==> config.mk <==
export PLATFORM = sky130hd
export DESIGN_NAME = memory_arbiter_flat
export DESIGN_NICKNAME = d
export VERILOG_FILES = /design/src/rtl/memory_arbiter_pkg.sv /design/src/rtl/memory_arbiter_if.sv /design/src/rtl/memory_arbiter_rr_select.sv /design/src/rtl/memory_arbiter.sv /design/src/flat_wrapper.sv
export SDC_FILE = /design/constraint.sdc
export NUM_CORES = 1
export LEC_CHECK = 0
export CORE_AREA = 2 2 171 173
export DETAILED_ROUTE_END_ITERATION = 8
export DIE_AREA = 0 0 173 175
export HOLD_SLACK_MARGIN = 0.06
export PLACE_DENSITY = 0.64
export SLEW_MARGIN = 20
export SYNTH_ARGS = -nofsm -noshare
export SYNTH_HDL_FRONTEND = slang
export SYNTH_HIERARCHICAL = 1
export SYNTH_SLANG_ARGS = --single-unit
==> constraint.sdc <==
create_clock -name CLK -period 2.2 [get_ports CLK]
set_input_delay 0.44 -clock CLK [delete_from_list [all_inputs] [get_ports CLK]]
set_output_delay 0.44 -clock CLK [all_outputs]
set_load 0.05 [all_outputs]
==> src/rtl/memory_arbiter_pkg.sv <==
// Shared types for the two-core memory arbiter: RAM handshake states, arbiter FSM states
// and the round-robin core pick used by the selector.
package memory_arbiter_pkg;

  localparam int unsigned ADDR_W = 32;
  localparam int unsigned CORES  = 2;

  typedef logic [ADDR_W-1:0] word_t;

  typedef enum logic [1:0] {
    FREE   = 2'd0,
    BUSY   = 2'd1,
    ACCESS = 2'd2,
    ERROR  = 2'd3
  } ramstate_t;

  typedef enum logic [1:0] {
    IDLE   = 2'd0,
    SERVE  = 2'd1,
    SCFAIL = 2'd2
  } arb_state_t;

  // With both cores asking, the one not served last wins; otherwise the lone requester.
  function automatic logic pick_core(input logic [1:0] req, input logic last_core);
    return (&req) ? ~last_core : req[1];
  endfunction

endpackage

==> src/rtl/memory_arbiter_if.sv <==
// Cache-side request/response bus plus the RAM-side port of the memory arbiter.
interface memory_arbiter_if;
  import memory_arbiter_pkg::*;

  logic [1:0]             iREN;
  logic [1:0][ADDR_W-1:0] iaddr;
  logic [1:0]             dREN;
  logic [1:0]             dWEN;
  logic [1:0]             datomic;
  logic [1:0][ADDR_W-1:0] daddr;
  logic [1:0][ADDR_W-1:0] dstore;
  logic [1:0]             iwait;
  logic [1:0]             dwait;
  logic [1:0][ADDR_W-1:0] iload;
  logic [1:0][ADDR_W-1:0] dload;
  logic                   ramREN;
  logic                   ramWEN;
  word_t                  ramaddr;
  word_t                  ramstore;
  word_t                  ramload;
  ramstate_t              ramstate;

  modport slave (
    input  iREN, iaddr, dREN, dWEN, datomic, daddr, dstore, ramload, ramstate,
    output iwait, dwait, iload, dload, ramREN, ramWEN, ramaddr, ramstore
  );

  modport master (
    output iREN, iaddr, dREN, dWEN, datomic, daddr, dstore, ramload, ramstate,
    input  iwait, dwait, iload, dload, ramREN, ramWEN, ramaddr, ramstore
  );

endinterface

==> src/rtl/memory_arbiter_rr_select.sv <==
// Combinational requester pick: data beats instruction, round-robin between cores.
module memory_arbiter_rr_select
  import memory_arbiter_pkg::*;
(
  input  logic [1:0] data_req,
  input  logic [1:0] inst_req,
  input  logic       last_core,
  output logic [1:0] grant,
  output logic       valid
);

  always_comb begin
    grant = 2'b00;
    valid = 1'b0;
    if (|data_req) begin
      grant = {pick_core(data_req, last_core), 1'b1};
      valid = 1'b1;
    end else if (|inst_req) begin
      grant = {pick_core(inst_req, last_core), 1'b0};
      valid = 1'b1;
    end
  end

endmodule

==> src/rtl/memory_arbiter.sv <==
// Shares one single-ported RAM between the I/D caches of two cores and tracks one
// LL/SC reservation per core.
module memory_arbiter
  import memory_arbiter_pkg::*;
(
  input  logic CLK,
  input  logic nRST,
  memory_arbiter_if.slave bus
);

  arb_state_t state;
  logic [1:0] grant;
  logic       last_core;
  logic [1:0] link_valid;
  word_t      link_addr [CORES];

  logic [1:0] sel;
  logic       sel_valid;
  logic       sel_core;
  logic       sel_sc;
  logic       link_ok;

  logic       g_core;
  logic       g_data;
  logic       g_write;
  logic       g_atomic;
  word_t      g_addr;

  memory_arbiter_rr_select u_rr_select (
    .data_req  (bus.dREN | bus.dWEN),
    .inst_req  (bus.iREN),
    .last_core (last_core),
    .grant     (sel),
    .valid     (sel_valid)
  );

  assign sel_core = sel[1];
  assign sel_sc   = sel[0] & bus.dWEN[sel_core] & bus.datomic[sel_core];
  assign link_ok  = link_valid[sel_core] && (link_addr[sel_core] == bus.daddr[sel_core]);

  assign g_core   = grant[1];
  assign g_data   = grant[0];
  assign g_write  = g_data & bus.dWEN[g_core];
  assign g_atomic = g_data & bus.datomic[g_core];
  assign g_addr   = g_data ? bus.daddr[g_core] : bus.iaddr[g_core];

  always_comb begin
    bus.ramREN   = 1'b0;
    bus.ramWEN   = 1'b0;
    bus.ramaddr  = '0;
    bus.ramstore = '0;
    bus.iwait    = 2'b11;
    bus.dwait    = 2'b11;
    bus.iload    = '0;
    bus.dload    = '0;
    if (state == SERVE) begin
      bus.ramaddr  = g_addr;
      bus.ramWEN   = g_write;
      bus.ramREN   = ~g_write;
      bus.ramstore = g_write ? bus.dstore[g_core] : '0;
      if (bus.ramstate == ACCESS) begin
        if (g_data) begin
          bus.dwait[g_core] = 1'b0;
          // A completing SC reports success instead of RAM data.
          bus.dload[g_core] = (g_write && g_atomic) ? word_t'(1) : bus.ramload;
        end else begin
          bus.iwait[g_core] = 1'b0;
          bus.iload[g_core] = bus.ramload;
        end
      end
    end else if (state == SCFAIL) begin
      bus.dwait[g_core] = 1'b0;
    end
  end

  always_ff @(posedge CLK or posedge nRST) begin
    if (nRST) begin
      state      <= IDLE;
      grant      <= 2'b00;
      last_core  <= 1'b1;
      link_valid <= 2'b00;
      for (int unsigned j = 0; j < CORES; j++) link_addr[j] <= '0;
    end else begin
      unique case (state)
        IDLE: begin
          if (sel_valid) begin
            grant     <= sel;
            last_core <= sel_core;
            state     <= (sel_sc && !link_ok) ? SCFAIL : SERVE;
          end
        end
        SERVE: begin
          if (bus.ramstate == ACCESS) begin
            state <= IDLE;
            if (g_write) begin
              for (int unsigned j = 0; j < CORES; j++) begin
                if (link_addr[j] == g_addr) link_valid[j] <= 1'b0;
              end
              if (g_atomic) link_valid[g_core] <= 1'b0;
            end
            // Placed last so a load-linked set overrides a same-cycle clear.
            if (g_data && !g_write && g_atomic) begin
              link_valid[g_core] <= 1'b1;
              link_addr[g_core]  <= g_addr;
            end
          end
        end
        SCFAIL:  state <= IDLE;
        default: state <= IDLE;
      endcase
    end
  end

endmodule
==> src/flat_wrapper.sv <==
// flat-port wrapper written by rule: the top's interface ports become plain ports
module memory_arbiter_flat import memory_arbiter_pkg::*;
  (CLK, nRST, bus_iREN, bus_iaddr, bus_dREN, bus_dWEN, bus_datomic, bus_daddr, bus_dstore, bus_ramload, bus_ramstate, bus_iwait, bus_dwait, bus_iload, bus_dload, bus_ramREN, bus_ramWEN, bus_ramaddr, bus_ramstore);
  memory_arbiter_if bus_i ();
  input  logic CLK;
  input  logic nRST;
  input wire logic [$bits(bus_i.iREN)-1:0] bus_iREN;
  input wire logic [$bits(bus_i.iaddr)-1:0] bus_iaddr;
  input wire logic [$bits(bus_i.dREN)-1:0] bus_dREN;
  input wire logic [$bits(bus_i.dWEN)-1:0] bus_dWEN;
  input wire logic [$bits(bus_i.datomic)-1:0] bus_datomic;
  input wire logic [$bits(bus_i.daddr)-1:0] bus_daddr;
  input wire logic [$bits(bus_i.dstore)-1:0] bus_dstore;
  input wire logic [$bits(bus_i.ramload)-1:0] bus_ramload;
  input wire logic [$bits(bus_i.ramstate)-1:0] bus_ramstate;
  output wire logic [$bits(bus_i.iwait)-1:0] bus_iwait;
  output wire logic [$bits(bus_i.dwait)-1:0] bus_dwait;
  output wire logic [$bits(bus_i.iload)-1:0] bus_iload;
  output wire logic [$bits(bus_i.dload)-1:0] bus_dload;
  output wire logic [$bits(bus_i.ramREN)-1:0] bus_ramREN;
  output wire logic [$bits(bus_i.ramWEN)-1:0] bus_ramWEN;
  output wire logic [$bits(bus_i.ramaddr)-1:0] bus_ramaddr;
  output wire logic [$bits(bus_i.ramstore)-1:0] bus_ramstore;
  assign bus_i.iREN = bus_iREN;
  assign bus_i.iaddr = bus_iaddr;
  assign bus_i.dREN = bus_dREN;
  assign bus_i.dWEN = bus_dWEN;
  assign bus_i.datomic = bus_datomic;
  assign bus_i.daddr = bus_daddr;
  assign bus_i.dstore = bus_dstore;
  assign bus_i.ramload = bus_ramload;
  assign bus_i.ramstate = bus_ramstate;
  assign bus_iwait = bus_i.iwait;
  assign bus_dwait = bus_i.dwait;
  assign bus_iload = bus_i.iload;
  assign bus_dload = bus_i.dload;
  assign bus_ramREN = bus_i.ramREN;
  assign bus_ramWEN = bus_i.ramWEN;
  assign bus_ramaddr = bus_i.ramaddr;
  assign bus_ramstore = bus_i.ramstore;
  memory_arbiter u_core (.CLK(CLK), .nRST(nRST), .bus(bus_i));
endmodule
# After elaboration in Yosys (flattened, before gate mapping)
# Cells that the tools add are included.
totals:
  ff_bits: 71
  out_inout_bits: 198
op_classes:
  n_reduce_logical: 18
  n_lt_le_gt_ge: 6
  n_bitwise: 14
  muxes: 71
  eq_ne: 8
ops:
  columns: ["op", "n"]
  rows:
  - ["$mux 32", 18]
  - ["$mux 64", 6]
  - ["$and 64x64->64", 2]
  - ["$eq 32x32->1", 3]
  - ["$bwmux 64", 1]
  - ["$demux 32 s1", 2]
  - ["$mux 2", 17]
  - ["$mux 1", 25]
  - ["$reduce_and 2->1", 5]
  - ["$logic_and 1x1->1", 7]
  - ["$and 1x1->1", 4]
  - ["$eq 2x2->1 const B", 2]
  - ["$ge 2x2->1 const B", 2]
  - ["$lt 1x2->1 const B", 2]
  - ["$not 1->2", 2]
  - ["$or 2x2->2", 2]
  - ["$pmux 2 s2", 1]
  - ["$reduce_or 2->1", 2]
  - ["$reduce_and 3->1", 1]
  - ["$and 2x2->2", 1]
  - ["$eq 2x1->1 const B", 1]
  - ["$logic_not 1->1", 2]
  - ["$logic_not 2->1", 1]
  - ["$lt 2x1->1 const B", 1]
  - ["other kinds (6)", 7]

# Logic depth before layout (Yosys ltp)
depth:
  word_depth: 15
  depth_mapped: 9

# By module
# The synthesis kept the hierarchy.
by_module_without_submodules:
  columns: ["module", "cells_each", "n_inst", "area_each_um2"]
  rows:
  - ["memory_arbiter", 867, 1, 7273.2]
  - ["memory_arbiter_rr_select", 5, 1, 36.3]

# Worst setup path before layout
# Ideal clock, no wire load.
synth_timing:
  kind: "reg2out"
  start: "reg u_core.grant[1]"
  end: "out bus_dload[0]"
  path_buffers: 4
  setup_slack_ps: -550
  stages_incl_launch_ff: 6
  required_ps: 1760
  arrival_ps: 2310
  path_cell_list: "dfrtp_1 -> buf_6 -> buf_2 -> clkbuf_1 -> clkbuf_1 -> nor3_1"
synth_via:
  elab_chain_cells: 9
synth_rtl:
  columns: ["element", "line", "text"]
  rows:
  - ["start, declared", "memory_arbiter.sv:12", "logic [1:0] grant;"]
  - ["start signal, assigned", "memory_arbiter.sv:87", "grant <= sel;"]
  - ["$mux 1 (on tied branches) (2 in a row)", "memory_arbiter.sv:43, memory_arbiter.sv:44", null]
  - ["$and 1x1->1 (on tied branches)", "memory_arbiter.sv:43, memory_arbiter.sv:44", null]
  - ["$logic_and 1x1->1", "memory_arbiter.sv:65", "bus.dload[g_core] = (g_write && g_atomic) ? word_t'(1) : bus.ramload;"]
  - ["$mux 32", "memory_arbiter.sv:65", null]
  - ["$and 64x64->64 (no source line) *", null, null]
  - ["$mux 64 *", "memory_arbiter.sv:62", "if (g_data) begin"]
  - ["$mux 64 *", "memory_arbiter.sv:61", "if (bus.ramstate == ACCESS) begin"]
  - ["$mux 64 *", "memory_arbiter.sv:56", "if (state == SERVE) begin"]
  - ["end, declared", "flat_wrapper.sv:19", "output wire logic [$bits(bus_i.dload)-1:0] bus_dload;"]
# Every way passes the cells marked *; elsewhere a longest branch is shown, timed or not. The select of a mux whose other input is x is not followed.

# Worst setup path after layout
layout_timing:
  start: "reg u_core.grant[1]"
  end: "reg u_core.link_valid[1]"
layout_via:
  elab_chain_cells: 15
layout_rtl:
  columns: ["element", "line", "text"]
  rows:
  - ["$mux 32 (not written as such) (2 in a row)", "memory_arbiter.sv:45", "assign g_addr = g_data ? bus.daddr[g_core] : bus.iaddr[g_core];"]
  - ["$mux 32", "memory_arbiter.sv:45", null]
  - ["$eq 32x32->1", "memory_arbiter.sv:97", "if (link_addr[j] == g_addr) link_valid[j] <= 1'b0;"]
  - ["$mux 1", "memory_arbiter.sv:97", null]
  - ["$mux 1", "memory_arbiter.sv:95", "if (g_write) begin"]
  - ["$mux 1", "memory_arbiter.sv:93", "if (bus.ramstate == ACCESS) begin"]
  - ["$mux 1", "memory_arbiter.sv:84", "unique case (state)"]
  - ["$and 2x2->2 (no source line)", null, null]
  - ["$mux 2", "memory_arbiter.sv:99", "if (g_atomic) link_valid[g_core] <= 1'b0;"]
  - ["$mux 2", "memory_arbiter.sv:95", null]
  - ["$mux 2", "memory_arbiter.sv:93", null]
  - ["$mux 2", "memory_arbiter.sv:84", null]
  - ["$or 2x2->2 (no source line)", null, null]
  - ["$mux 2 *", "memory_arbiter.sv:102", "if (g_data && !g_write && g_atomic) begin"]
  - ["end signal, assigned by index", "memory_arbiter.sv:97", null]
  - ["end signal, assigned by index", "memory_arbiter.sv:99", null]
  - ["end signal, assigned by index", "memory_arbiter.sv:103", "link_valid[g_core] <= 1'b1;"]
  - ["end, declared", "memory_arbiter.sv:14", "logic [1:0] link_valid;"]
# Marks and branches as above.
# A chain may end at the register's enable or synchronous reset.

==> reports/metrics.cfg <==
[drt]
drt_iter0_drc = 581
wirelength_mm = 42.28
wl_per_cell_um = 21.96
first_pass_iters = 5
drc = 0
antenna_left = 0
via_per_inst = 4.794
route.vias.total = 9229

[global_route]
grt_pass1_vias = 9571
grtUsageMet3 = 0.05244
grt_util_met2 = 0.4843
grt_first_pass_wirelength_mm = 59.95
antenna_found_initial = 2
busiest_layer = met2
grt_usage = 0.2623
grt_max_degree = 66
overflow = 0
met1_usage = 0.3109

[cts]
ctsRootBufferMaster = clkbuf_16
worstSkewPairLatency_ns = 0.34
hold_buffers = 0
numCtsBuffers = 9
cts_max_level = 3
cts.path.max_buffers = 2
cts_tree = built
clk_pin_slew_ns = 0.06
clkSinkCount = 71

[timing]
slew_viol_final = 0
slew_headroom = 0.5253
finalCritPeriodShare = 1.183
setup-violations-final = 196
fin_skew_ns = 0.005461
rsz0062_at_grt = yes
hold_viol = 0
timing.final.crit_period_ns = 2.602
finalWorstSetupSlack_ns = -0.4017
tightest_slew_ns = 0.7106
fmax_mhz = 384.4

[synthesis]
yosysMostFrequentCell = and2_1
synth_top_area_cell = dfrtp_1
syn-num-nets = 1108
ys_top_cells_by_count = and2_1 (126), nand2_1 (92), o21ai_0 (91)
ys_async_sr_fraction = 1.000
ys_top_cells_by_area = dfrtp_1 (24%), and2_1 (11%), xor2_1 (10%), mux2i_1 (9.9%), mux4_2 (8.6%)
synth-seq-area-share = 0.2432
synthCells = 872
yosys_warnings = 6
synth_area_mm2 = 0.007310
synth_seq_cells = 71
synth.avg_cell_area_um2 = 8.382
synth_edf_count = 0
yosysTopAreaCellShare = 0.2396
synth_top_flop_cell = dfrtp_1
synth_cell_types = 38

[job]
maxCapViolations = 0

[critical_path]
worstPathMaxFanout = 7
crit_required_ns = 2.41
r2r-start = u_core/grant[1]$_DFFE_PP0P_
rrSetupSlack_ns = -0.40
arrival_ns = 2.81
r2r_cells = 9
r2r-end = u_core/link_valid[1]$_DFFE_PP0P_
critPathKind = register to register
crit_path_end_kind = register
start_kind = register

[placement]
dpl.hpwl_mm = 30.82
io_buffers = 433
gp_congestion = 0.8631
dp_slack_ns = -0.6424

[floorplanning]
io_pins = 434
start_util = 0.2574
dieArea_mm2 = 0.03028
die_y_um = 175
core_area_mm2 = 0.02839
rows = 62
die_x_um = 173

[outcome]
violations = negative setup slack
status = finished, violations left

[final_layout]
nets = 1771
layout-drive-gt1-share = 0.5426
syn2layout_area_growth_pct = 150.2

[pwr]
p_leak_nw = 7.955
power_density_mw_per_mm2 = 1025
p_total_mw = 18.74
vdd_drop_max_mv = 0.7133

[worst_hold_path]
hold_path.class = input pin to asynchronous set/reset pin

-- layout by cell type (no fill, tap or decap), types with 3 or more instances in the layout --
master           synthesis  layout
a21oi_2                  0       5
a21oi_4                  0       5
and2_4                   0     126
buf_12                   0     215
buf_16                   0      10
buf_4                    1     192
buf_6                    2      37
buf_8                    0      16
clkbuf_16                0      13
clkdlybuf4s50_1          0     224
clkinvlp_4               0       4
dfrtp_1                 70      67
dlygate4sd2_1            0       3
dlymetal6s2s_1           0       8
mux2_2                  32      26
mux2_4                   0       6
mux2i_1                 72      66
mux2i_2                  0       4
mux4_2                  28      28
nand2_1                 92      87
nand2_2                  0       3
nand3_1                 11       9
nand4_1                 15      15
nor2_1                  85       5
nor2_2                   0      30
nor2_4                   0      50
nor3_1                   4       3
nor4_1                  21       9
nor4_2                   1      10
nor4_4                   0       3
o21ai_0                 91      69
o21ai_1                  0       3
o21ai_2                  0      12
o21ai_4                  0       7
xnor2_1                 42      42
xor2_1                  86      80
xor2_2                   0       6
-- logic make-up (layout without fill, tap and decap cells) --
| kind of cell | after synthesis | count (layout) | share of synthesized area |
|---|---|---|---|
| compound gates | 109 | 109 | 0.07737 |
| mux | 132 | 132 | 0.2342 |
| xor+xnor | 128 | 128 | 0.1534 |
| other cells | 0 | 2 | 0 |
| simple gates | 368 | 368 | 0.2539 |
| buf+inv | 64 | 731 | 0.03800 |
| flops | 71 | 71 | 0.2432 |
-- layout make-up --
class                      instances  area [um^2]
clock buffer                      12        246.5
fill                            2160        10110
antenna                            2        5.005
tap                              384        480.5
inverter                           6        50.05
clock inverter                     3        20.02
timing repair buffer             710         9179
sequential                        71         1787
multi-input combinational        737         6519
-- critical path, stage by stage (launching register included) --
cell and delay [ns]:
dfrtp_4 0.52, buf_6 0.15, buf_12 0.14, buf_4 0.14, mux4_2 0.49, xor2_1 0.19
nor4_2 0.28, nand4_1 0.16, o311ai_1 0.27, nand3_1 0.11
-- timing repair --
action,CTS,global route
buffers inserted,62,31
resized for setup,284,110
setup endpoints to repair,234,214
pin swaps,46,40
cloned,17,4
-- metal layers --
layer  vias to the layer above  wire (um)
met5                         -          0
met4                         0        930
met3                        51       2557
met2                       380      22360
met1                      4484      16430
li1                       4314          -
-- registers in the layout, summed over array words and instances (netlist names) --
name,count
u_core/state,2
u_core/grant,2
u_core/last_core,1
u_core/link_valid,2
u_core/link_addr,64
-- power breakdown --
part | internal, mW | switching (mW) | total [mW]
logic | 7.32 | 7.51 | 14.8
registers | 1.88 | 0.675 | 2.55
clock network | 0.787 | 0.577 | 1.36
-- how the worst max path moves through the flow --
stage / from / end / slack, ns / depth (start not counted)
after global placement: bus_daddr[38] / u_core/link_valid[0]$_DFFE_PP0P_ / -0.56 / 8
after floorplan: u_core/grant[1]$_DFFE_PP0P_ / bus_ramstore[23] / -0.16 / 6
after CTS: u_core/grant[1]$_DFFE_PP0P_ / u_core/link_valid[1]$_DFFE_PP0P_ / -0.39 / 9
final: u_core/grant[1]$_DFFE_PP0P_ / u_core/link_valid[1]$_DFFE_PP0P_ / -0.40 / 9
after global routing: u_core/grant[1]$_DFFE_PP0P_ / u_core/link_valid[0]$_DFFE_PP0P_ / -0.47 / 9
after detailed placement: bus_daddr[38] / u_core/link_valid[0]$_DFFE_PP0P_ / -0.64 / 8
-- metrics by stage --
step | hold slack, ns | cells | util | setup TNS [ns] | instance area [um^2]
2_1_floorplan | 0.5065 | 872 | - | -8.362 | 7850
3_3_place_gp | 0.5219 | 1808 | 0.5543 | -72.47 | 15740
3_5_place_dp | 0.5321 | 1808 | 0.5543 | -77.57 | 15740
4_1_cts | 0.5011 | 1901 | 0.6225 | -55.12 | 17670
5_1_grt | 0.5353 | 1925 | 0.6441 | -64.03 | 18290
6_report | 0.4947 | 1925 | 0.6441 | -52.38 | 18290
No activity file was read; power rests on OpenSTA's default activity.
